===== config.mk =====
export PLATFORM = sky130hd
export DESIGN_NAME = bht_ctrl
export DESIGN_NICKNAME = d
export VERILOG_FILES = /design/src/rtl/bht_ctrl.sv
export SDC_FILE = /design/constraint.sdc
export NUM_CORES = 1
export LEC_CHECK = 0
export CAP_MARGIN = 20
export CORE_MARGIN = 3
export CORE_UTILIZATION = 32
export CTS_BUF_LIST = sky130_fd_sc_hd__clkbuf_8
export DETAILED_ROUTE_END_ITERATION = 7
export SYNTH_ARGS = -nofsm -noshare
export SYNTH_HDL_FRONTEND = slang
export SYNTH_SLANG_ARGS = --single-unit

===== constraint.sdc =====
create_clock -name clk -period 2.6 [get_ports clk]
set_clock_uncertainty 0.05 [all_clocks]
set_input_delay 0.65 -clock clk [delete_from_list [all_inputs] [get_ports clk]]
set_output_delay 0.65 -clock clk [all_outputs]
set_load 0.03 [all_outputs]

===== src/rtl/bht_ctrl.sv =====
// Branch history table of 2-bit saturating counters with lookup, update and a sweeping flush.
// Optional macro BHT_BYPASS_EN: a same-index, same-cycle lookup returns the post-update value.
module bht_ctrl #(
  parameter int unsigned IDX_W = 4
) (
  input  logic             clk,
  input  logic             rst,
  input  logic             flush,
  input  logic             pred_req,
  input  logic [IDX_W-1:0] pred_idx,
  output logic             pred_vld,
  output logic             pred_taken,
  output logic [1:0]       pred_cnt,
  input  logic             upd_req,
  input  logic [IDX_W-1:0] upd_idx,
  input  logic             upd_taken,
  output logic             ready
);

  localparam int unsigned DEPTH = 1 << IDX_W;
  localparam logic [1:0]  CNT_INIT = 2'b01;

  typedef enum logic {S_READY = 1'b0, S_CLEAR = 1'b1} state_e;

  state_e                      state_q, state_d;
  logic [IDX_W-1:0]            ptr_q, ptr_d;
  logic [DEPTH-1:0][1:0]       tbl_q, tbl_d;
  logic                        pred_vld_q, pred_vld_d;
  logic                        pred_taken_q, pred_taken_d;
  logic [1:0]                  pred_cnt_q, pred_cnt_d;
  logic                        ready_q, ready_d;

  logic                        lkp_acc, upd_acc;
  logic [1:0]                  upd_cur, upd_new, rd_val;

  assign lkp_acc = pred_req && (state_q == S_READY) && !flush;
  assign upd_acc = upd_req  && (state_q == S_READY) && !flush;

  // Saturating counter step for the entry being updated
  always_comb begin
    upd_cur = tbl_q[upd_idx];
    upd_new = upd_cur;
    if (upd_taken) begin
      if (upd_cur != 2'b11) upd_new = upd_cur + 2'd1;
    end else begin
      if (upd_cur != 2'b00) upd_new = upd_cur - 2'd1;
    end
  end

  always_comb begin
    rd_val = tbl_q[pred_idx];
`ifdef BHT_BYPASS_EN
    if (upd_acc && (upd_idx == pred_idx)) rd_val = upd_new;
`endif
  end

  always_comb begin
    tbl_d = tbl_q;
    if (state_q == S_CLEAR) tbl_d[ptr_q] = CNT_INIT;
    else if (upd_acc)       tbl_d[upd_idx] = upd_new;
  end

  // FSM state register
  always_ff @(posedge clk or posedge rst) begin
    if (rst) begin
      state_q <= S_READY;
      ptr_q   <= '0;
    end else begin
      state_q <= state_d;
      ptr_q   <= ptr_d;
    end
  end

  // FSM next state; flush restarts the sweep from entry 0
  always_comb begin
    state_d = state_q;
    ptr_d   = '0;
    case (state_q)
      S_READY: begin
        if (flush) state_d = S_CLEAR;
      end
      S_CLEAR: begin
        if (flush) begin
          ptr_d = '0;
        end else begin
          ptr_d = ptr_q + IDX_W'(1);
          if (ptr_q == IDX_W'(DEPTH - 1)) state_d = S_READY;
        end
      end
      default: state_d = S_READY;
    endcase
  end

  // FSM outputs and lookup result
  always_comb begin
    ready_d      = (state_d == S_READY);
    pred_vld_d   = lkp_acc;
    pred_cnt_d   = pred_cnt_q;
    pred_taken_d = pred_taken_q;
    if (lkp_acc) begin
      pred_cnt_d   = rd_val;
      pred_taken_d = rd_val[1];
    end
  end

  always_ff @(posedge clk or posedge rst) begin
    if (rst) begin
      tbl_q        <= {DEPTH{CNT_INIT}};
      pred_vld_q   <= 1'b0;
      pred_taken_q <= 1'b0;
      pred_cnt_q   <= 2'b00;
      ready_q      <= 1'b1;
    end else begin
      tbl_q        <= tbl_d;
      pred_vld_q   <= pred_vld_d;
      pred_taken_q <= pred_taken_d;
      pred_cnt_q   <= pred_cnt_d;
      ready_q      <= ready_d;
    end
  end

  assign pred_vld   = pred_vld_q;
  assign pred_taken = pred_taken_q;
  assign pred_cnt   = pred_cnt_q;
  assign ready      = ready_q;

endmodule


==> reports/metrics.yaml, run 1 <==
status: "complete, no violations"
clk_pin_slew_worst_paths_ps: 80
async_reset_ff_share_pct: 100.0
die_x_um: 94.41
grt_pass1_wl_um: 10380
viasPerCell: 5.204
hold_class: "flop to flop"
synthSimpleGateAreaFrac_pct: 16.46
synthAdderAreaFrac_pct: 2.901
layout.nets: 281
p_per_area_mw_per_mm2: 419.5
setup_viol: 0
clock_path_buffers: 2
cts_root_buf: "clkbuf_8"
r2r_end: "tbl_q[27]"
ys_ff_latch: 41
syn-mean-instance-area_um2: 11.22
yosysSeqAreaShare_pct: 41.87
dp_hpwl_um: 4894
grt_pass1_vias: 1929
switching_share_pct: 26.40
hold_viol_final: 0
tritoncts.num_buffers: 5
core_mm2: 0.007408
routed_wirelength_um: 6384
regToRegStartpoint: "tbl_q[31]"
drv_slew: 0
mostFrequentLayoutCells: "nand2_1, dfrtp_1, buf_4"
yosys_warnings: 0
initial_core_util_pct: 33.76
fmax_mhz: 394.7
syn_to_final_growth_pct: 22.91
n_fill_cell: 713
drt_first_pass_iters: 4
gp_congestion: 0.8764
max-vdd-ir-drop_mv: 0.2856
ys_types: 35
synth_top_flop_cell: "dfrtp_1"
p_int_uw: 949.3
drc: 0
stdcell_count: 363
synthMuxAreaShare_pct: 25.21
critical_path_class: "input pin to flop"
drv_cap: 0
r2r_setup_slack_ps: 480
synth_edf_count: 0
ctsHoldBuffers: 0
stdcell_area_mm2: 0.003074
slew_headroom_pct: 65.52
ios: 19
worst_pin_slew_ps: 517.2
grtUsageTotal_pct: 15.30
synth_xor_area_share_pct: 0.7004
synth_top_family_by_area: "multiplexers"
die_y_um: 94.41
layout_commonest_cell: "nand2_1"
critPathArrivalTime_ps: 2660
rows: 31
post-place-cells: 355
leakagePower_uw: 0.001287
postPlaceCellArea_mm2: 0.002977
cts-htree-levels: 2
post_cts_buffers: 0
rsz0062_at_grt: "no"
worstSetupEndpointType: "flop"
syn_nets: 241
drtIter0Drc: 171
critical_path.startpoint: "upd_idx[3]"
final_layout_size_suffix_gt1_share_pct: 32.20
cts_resized: 5
clk-insertion-delay-late_ps: 290
postSynthCellCount: 223
antennaDiodeCount: 0
grt_remaining_overflow: 0
crit_end: "tbl_q[27]"
fin_crit_sh_pct: 97.45
crit_fanout: 10
critPathLaunchType: "input pin"
clock_sinks: 41
grt_max_degree: 42
dr_total_vias: 1889
syn_area_mm2: 0.002501
r2r.worst_path.cells: 6
min_period_ps: 2534
antenna_found_initial: 0
port_buffers: 18
required_ps: 2730
pwr-share-clk_pct: 30.5
combPwrFrac_pct: 17.1
p_sw_uw: 340.4
power.share.sequential_pct: 52.4
ant_nets: 0
wl_per_cell_um: 17.59
die-area_mm2: 0.008913
cts_tree: "done"
synth_compound_area_share_pct: 9.505
==> power groups by stage <==
stage                     clock network [uW]  registers (uW)  logic (uW)
final                                    394             676         220
after global routing                     434             679         241
after CTS                                409             676         220
after detailed placement                   0             687         216
after global placement                     0             686         212
after floorplan                            0             681         129
==> synth_stat cells (all sizes together) (2+ instances only) <==
library cell,n,area share (%)
mux2i,13,6.2
buf,4,1.4
mux4,18,16
mux2,6,2.7
nor2,10,1.5
o21ai,23,5.7
nand2,28,4.2
inv,6,0.90
a21oi,12,2.4
nand3,10,2.0
dfstp,17,18
ha,4,2.0
and3,8,2.0
nor2b,7,1.8
nor3b,7,2.1
nor3,2,0.40
clkbuf,7,1.1
nand2b,3,0.75
dfrtp,24,24
nand3b,5,1.5
maj3,2,0.90
==> cell families after synthesis <==
group / count (synthesis)
AND/OR/NAND/NOR: 81
flip-flops: 41
AO/OA/AOI/OAI: 39
multiplexers: 37
buffers and inverters: 17
adder cells (fa/ha/maj): 6
XOR/XNOR: 2
==> area by class of cell <==
class | instances | area (um2) | area share [%]
Tap cell | 99 | 123.9 | 4.029
Timing Repair Buffer | 44 | 426.7 | 13.88
Clock inverter | 3 | 11.26 | 0.3663
Multi-Input combinational cell | 165 | 1374 | 44.69
Inverter | 6 | 22.52 | 0.7326
Clock buffer | 5 | 68.82 | 2.239
Sequential cell | 41 | 1047 | 34.07
==> worst min-delay path by stage <==
stage | depth (start not counted) | to | startpoint | slack (ps)
6_report | 1 | pred_cnt[0] | pred_cnt[0] | 470
5_1_grt | 1 | pred_cnt[0] | pred_cnt[0] | 500
3_3_place_gp | 1 | pred_cnt[0] | pred_cnt[0] | 450
2_1_floorplan | 1 | ptr_q[0] | ptr_q[0] | 430
4_1_cts | 1 | ptr_q[0] | ptr_q[0] | 480
3_5_place_dp | 1 | pred_cnt[0] | pred_cnt[0] | 460
==> flip-flops by register name, summed over array words and instances, names as in the netlist <==
signal and cells:
pred_vld 1, ready 1, pred_taken 1, state_q 1
pred_cnt 1, tbl_q 32, ptr_q 4
==> stage by stage <==
stage	setup WS [ps]	TNS, ps	util, %	power [uW]	hold slack [ps]
2_1_floorplan	94.40	0	-	810.0	428.1
4_1_cts	64.84	0	41.45	1305	480.2
3_5_place_dp	-510.5	-14710	40.18	903.2	464.6
5_1_grt	5.638	0	41.50	1353	502.5
3_3_place_gp	-491.9	-14200	40.18	898.4	448.8
6_report	66.19	0	41.50	1290	472.5
==> critical path, stage by stage <==
cell	delay, ps
clkdlybuf4s50_1	510
buf_12	150
mux4_2	290
mux2_2	290
maj3_2	350
mux2i_4	170
buf_6	170
mux2i_2	70
==> routing by layer <==
metal | up-vias | global-route usage, % | wire [um]
li1 | 889 | - | -
met1 | 938 | 21.66 | 2911
met2 | 55 | 23.88 | 2963
met3 | 7 | 3.108 | 421
met4 | 0 | 4.332 | 87
met5 | - | 0 | 0
Power figures use the tool's default switching activity.
==> run 2, diff against run 1 <==
--- a/config.mk
+++ b/config.mk
@@ -10,6 +10,7 @@
 export CORE_UTILIZATION = 32
 export CTS_BUF_LIST = sky130_fd_sc_hd__clkbuf_8
 export DETAILED_ROUTE_END_ITERATION = 7
+export GPL_TIMING_DRIVEN = 0
 export SYNTH_ARGS = -nofsm -noshare
 export SYNTH_HDL_FRONTEND = slang
 export SYNTH_SLANG_ARGS = --single-unit
==> constraint.sdc (replaced) <==
create_clock -name clk -period 2.7 [get_ports clk]
set_clock_uncertainty 0.05 [all_clocks]
set_input_delay 0.675 -clock clk [delete_from_list [all_inputs] [get_ports clk]]
set_output_delay 0.675 -clock clk [all_outputs]
set_load 0.03 [all_outputs]
==> run 2 against run 1 <==
Against the previous run:
- die area is the same
- core utilization decreased by 2.5 points
- hold slack improved by 11 ps
- combinational power decreased by 13%
- register-to-register slack got worse by 40 ps
- non-clock buffer count fell by 17
- clock power grew 3%
- global-route usage shrank 0.37 points
- sequential power fell by 3.7%
- flip-flop and latch count unchanged
- largest cell class unchanged
- highest routed layer unchanged
==> reports/metrics.yaml, run 2 (synthesis gave the netlist of run 1 again) <==
status: "complete, no violations"
port_buffers: 14
grt.busiest_layer: "met2"
gp_congestion: 0.8371
dp_hpwl_um: 4670
tritoncts.num_buffers: 5
rows: 31
die_x_um: 94.41
initial_core_util_pct: 33.76
clock_sinks: 41
cp.depth: 8
ios: 19
drt_first_pass_iters: 4
antenna_found_initial: 0
drtIter0Drc: 129
critPathArrivalTime_ps: 2760
whs_ps: 483.2
post-route-util_pct: 39.00
met3_usage_pct: 2.709
viasPerCell: 5.429
rsz0062_at_grt: "no"
wl_per_cell_um: 18.03
grt_max_degree: 42
leakagePower_uw: 0.001169
worst_pin_slew_ps: 880.0
final_layout_size_suffix_gt1_share_pct: 28.46
fmax_mhz: 380.0
routed_wirelength_um: 6220
layout_commonest_cell: "nand2_1"
antennaDiodeCount: 0
use_met2_pct: 22.46
hold_viol_final: 0
slowest_delay_ps: 370
cts_root_buf: "clkbuf_8"
grt_util_met1_pct: 21.80
critical_path_class: "input pin to flop"
min_period_ps: 2632
p_per_area_mw_per_mm2: 432.7
slew_headroom_pct: 41.25
hold_class: "flop to flop"
die_y_um: 94.41
grt_pass1_vias: 1865
ant_nets: 0
crit_fanout: 10
dr_total_vias: 1873
die-area_mm2: 0.008913
worstSetupEndpointType: "flop"
grtUsageTotal_pct: 14.93
drv_cap: 0
cts-htree-levels: 2
slowest_stage: "dlygate4sd2_1"
critPathBufInv: 3
stdcell_count: 345
tns_ps: 0
largest_register_ffs: 32
clk-insertion-delay-late_ps: 290
crit_family: "multiplexers"
post-place-cells: 336
path_cells: "dlygate4sd2_1 > clkbuf_4 > mux4_2 > mux2_2 > maj3_2 > mux2i_4 > buf_12 > mux2i_2"
syn_to_final_growth_pct: 15.51
fin_crit_sh_pct: 97.48
critPathLaunchType: "input pin"
clock_path_buffers: 2
max-vdd-ir-drop_mv: 0.2365
required_ps: 2830
core_mm2: 0.007408
whs_path_depth: 1
clk_pin_slew_worst_paths_ps: 80
mostFrequentLayoutCells: "nand2_1, dfrtp_1, mux4_2, dfstp_2"
drc: 0
setup_viol: 0
dp_slack_ps: -737.0
r2r.worst_path.cells: 6
largestRegisters: "tbl_q x32, ptr_q x4"
finalWorstSetupSlack_ps: 68.11
drv_slew: 0
grt_pass1_wl_um: 10080
regMostFlops: "tbl_q"
cts_tree: "done"
layout.nets: 264
grt_remaining_overflow: 0
[run 2: changes by cell type in the layout (fill, tap and decap cells not counted), moves of 2 or more]
cell / change
buf_4: -16
clkbuf_1: +6
clkdlybuf4s50_1: -5
buf_6: -3
inv_1: -3
buf_12: -2
[run 2: layer usage]
layer / wire length [um] / part of all wire (%) / vias to the layer above
li1: - / - / 868
met5: 0 / 0 / -
met3: 402 / 6.5 / 7
met1: 2934 / 47 / 946
met4: 74 / 1.2 / 0
met2: 2808 / 45 / 52
[run 2: timing repair]
action | CTS | global route
hold buffers | 0 | 0
setup endpoints to repair | 32 | 21
setup buffers | 1 | 1
resized for setup | 7 | 4
pin swaps | 0 | 0
[run 2: final cells by class]
class / count / area [um2]
multi-input combinational: 165 / 1386
fill: 743 / 4519
clock inverter: 1 / 3.754
clock buffer: 6 / 82.58
sequential: 41 / 1047
buffer: 11 / 73.82
tap: 99 / 123.9
inverter: 6 / 22.52
timing repair buffer: 16 / 148.9
[run 2: through the flow]
stage	power, uW	instance area (um2)
floorplan	780.0	2501
global placement	839.4	2765
detailed placement	842.6	2765
CTS	1259	2870
global route	1305	2889
finish	1250	2889
[run 2: worst paths after layout]
path / startpoint / to / slack, ps
setup / recovery: upd_idx[3] / tbl_q[29] / 70
hold / removal: pred_cnt[0] / pred_cnt[0] / 480
setup reg to reg: tbl_q[15] / tbl_q[29] / 440
hold reg to reg: pred_cnt[0] / pred_cnt[0] / 480
max in group asynchronous: rst / tbl_q[29] / 1210
min in group asynchronous: rst / ptr_q[3] / 840
[run 2: power by group]
group / internal [uW] / switching [uW] / total (uW) / leakage (uW)
combinational: 83.1 / 109 / 192 / 0.000630
sequential: 637 / 14.0 / 651 / 0.000490
clock: 199 / 208 / 407 / 0.0000485
[run 2: worst reg2reg max path: cells and delay by family, from the launching register on]
kind	cells	cell delay, ps
mux	4	1110
fa+ha+maj	1	370
flops	1	430
buf+inv	1	190
==> run 3, diff against run 2 <==
--- a/config.mk
+++ b/config.mk
@@ -5,12 +5,12 @@
 export SDC_FILE = /design/constraint.sdc
 export NUM_CORES = 1
 export LEC_CHECK = 0
-export CAP_MARGIN = 20
 export CORE_MARGIN = 3
-export CORE_UTILIZATION = 32
+export CORE_UTILIZATION = 51
 export CTS_BUF_LIST = sky130_fd_sc_hd__clkbuf_8
 export DETAILED_ROUTE_END_ITERATION = 7
 export GPL_TIMING_DRIVEN = 0
+export PLACE_DENSITY = 0.71
 export SYNTH_ARGS = -nofsm -noshare
 export SYNTH_HDL_FRONTEND = slang
 export SYNTH_SLANG_ARGS = --single-unit
==> constraint.sdc (replaced) <==
create_clock -name clk -period 3 [get_ports clk]
set_clock_uncertainty 0.05 [all_clocks]
set_input_delay 0.75 -clock clk [delete_from_list [all_inputs] [get_ports clk]]
set_output_delay 0.75 -clock clk [all_outputs]
set_load 0.03 [all_outputs]
==> run 3 against run 2 <==
Against the previous run:
- sequential power decreased by 10%
- highest routed layer unchanged
- clock power decreased by 17%
- die area decreased by 35%
- total power shrank 12%
- non-clock buffer count increased by 2
- count of clock-buffer cells in the layout down 1
- worst setup slack improved by 140 ps
==> reports/metrics.yaml, run 3 (synthesis gave the netlist of run 1 again) <==
leakagePower_uw: 0.001202
path_cells: "dlygate4sd2_1 > buf_6 > mux4_2 > mux2_2 > maj3_2 > mux2i_4 > buf_4 > buf_8 > mux2i_2"
antennaDiodeCount: 0
core_mm2: 0.004534
tritoncts.num_buffers: 5
antenna_found_initial: 0
die-area_mm2: 0.005781
die_y_um: 76.03
drt_first_pass_iters: 4
mostFrequentLayoutCells: "nand2_1, dfrtp_1, mux4_2, dfstp_2"
cts_tree: "done"
p_sw_uw: 291.7
whs_ps: 468.6
critPathBufInv: 4
fmax_mhz: 358.8
fin_crit_sh_pct: 92.91
p_int_uw: 813.1
required_ps: 3130
drv_cap: 0
grt_remaining_overflow: 0
grt_max_degree: 42
dp_hpwl_um: 4357
clk_pin_slew_worst_paths_ps: 70
critPathLaunchType: "input pin"
final_layout_size_suffix_gt1_share_pct: 27.71
grt_pass1_vias: 1891
dr_total_vias: 1899
drv_slew: 0
hold_viol_final: 0
initial_core_util_pct: 55.16
pwr-share-clk_pct: 30.5
die_x_um: 76.03
gp_congestion: 0.8659
ctsHoldBuffers: 0
setup_viol: 0
rows: 24
clock_sinks: 41
switching_share_pct: 26.40
largestRegisters: "tbl_q x32, ptr_q x4"
clk-insertion-delay-late_ps: 290
port_buffers: 14
status: "complete, no violations"
crit_fanout: 7
hold_class: "flop to flop"
clock_path_buffers: 2
grtUsageTotal_pct: 22.49
cts_root_buf: "clkbuf_8"
crit_family: "multiplexers"
worst_pin_slew_ps: 829.5
layout_commonest_cell: "nand2_1"
worstSetupEndpointType: "flop"
critical_path_class: "input pin to flop"
viasPerCell: 6.048
p_per_area_mw_per_mm2: 384.9
max-vdd-ir-drop_mv: 0.2550
combPwrFrac_pct: 16.5
wl_per_cell_um: 19.08
cts-htree-levels: 2
slew_headroom_pct: 44.62
largest_register_ffs: 32
grt_pass1_wl_um: 10010
syn_to_final_growth_pct: 14.76
slowest_stage: "mux4_2"
drc: 0
ant_nets: 0
drtIter0Drc: 221
routed_wirelength_um: 5990
min_period_ps: 2787
tns_ps: 0
layout.nets: 266
ios: 19
slowest_delay_ps: 500
power.share.sequential_pct: 53.1
regMostFlops: "tbl_q"
rsz0062_at_grt: "no"
critPathArrivalTime_ps: 2910
[run 3: final cells by class]
type,instances,area [um2]
Fill cell,371,1664
Multi-Input combinational cell,165,1371
Sequential cell,41,1047
Timing Repair Buffer,18,196.4
Tap cell,65,81.33
Buffer,11,71.32
Clock buffer,5,68.82
Inverter,6,22.52
Clock inverter,3,11.26
[run 3: what timing repair did]
item | in CTS | in global routing
setup endpoints to repair | 21 | 23
gates cloned | 1 | 0
resized for setup | 6 | 1
buffers inserted | 3 | 0
[run 3: path summary, 6_finish.rpt]
path                            start     endpoint  slack, ps  cells past startpoint
min in group asynchronous         rst     ptr_q[3]        890                      2
min reg2reg                  ptr_q[0]     ptr_q[0]        470                      1
max                        upd_idx[1]    tbl_q[29]        210                      9
max in group asynchronous         rst  pred_cnt[0]       1490                      2
max reg2reg                 tbl_q[27]    tbl_q[29]        720                      7
min                          ptr_q[0]     ptr_q[0]        470                      1
[run 3: power by group through the flow]
stage	Sequential, uW	Combinational, uW	Clock (uW)
6_report	586	182	337
5_1_grt	588	196	369
4_1_cts	586	180	349
3_5_place_dp	595	160	0
3_3_place_gp	594	160	0
2_1_floorplan	590	112	0
[run 3: stage by stage]
stage | setup WS, ps | power (uW) | instances | util (%) | instance area, um2
floorplan | 394.4 | 702.0 | 223 | - | 2501
global placement | -502.3 | 753.5 | 302 | 60.04 | 2723
detailed placement | -499.6 | 755.4 | 302 | 60.04 | 2723
CTS | 26.60 | 1115 | 314 | 63.25 | 2868
global route | 136.5 | 1152 | 314 | 63.30 | 2870
finish | 212.8 | 1105 | 314 | 63.30 | 2870
[run 3: worst register-to-register path: stages (launching register included)]
cell,delay (ps)
dfrtp_1,420
mux4_1,500
mux2_2,310
maj3_2,360
mux2i_4,170
buf_4,160
buf_8,130
mux2i_2,80
[run 3: metal layers]
layer	global-route usage (%)	vias up	part of all wire, %
li1	-	874	-
met1	32.46	924	44
met2	33.51	91	45
met3	4.019	10	8.8
met4	9.964	0	2.2
met5	0	-	0
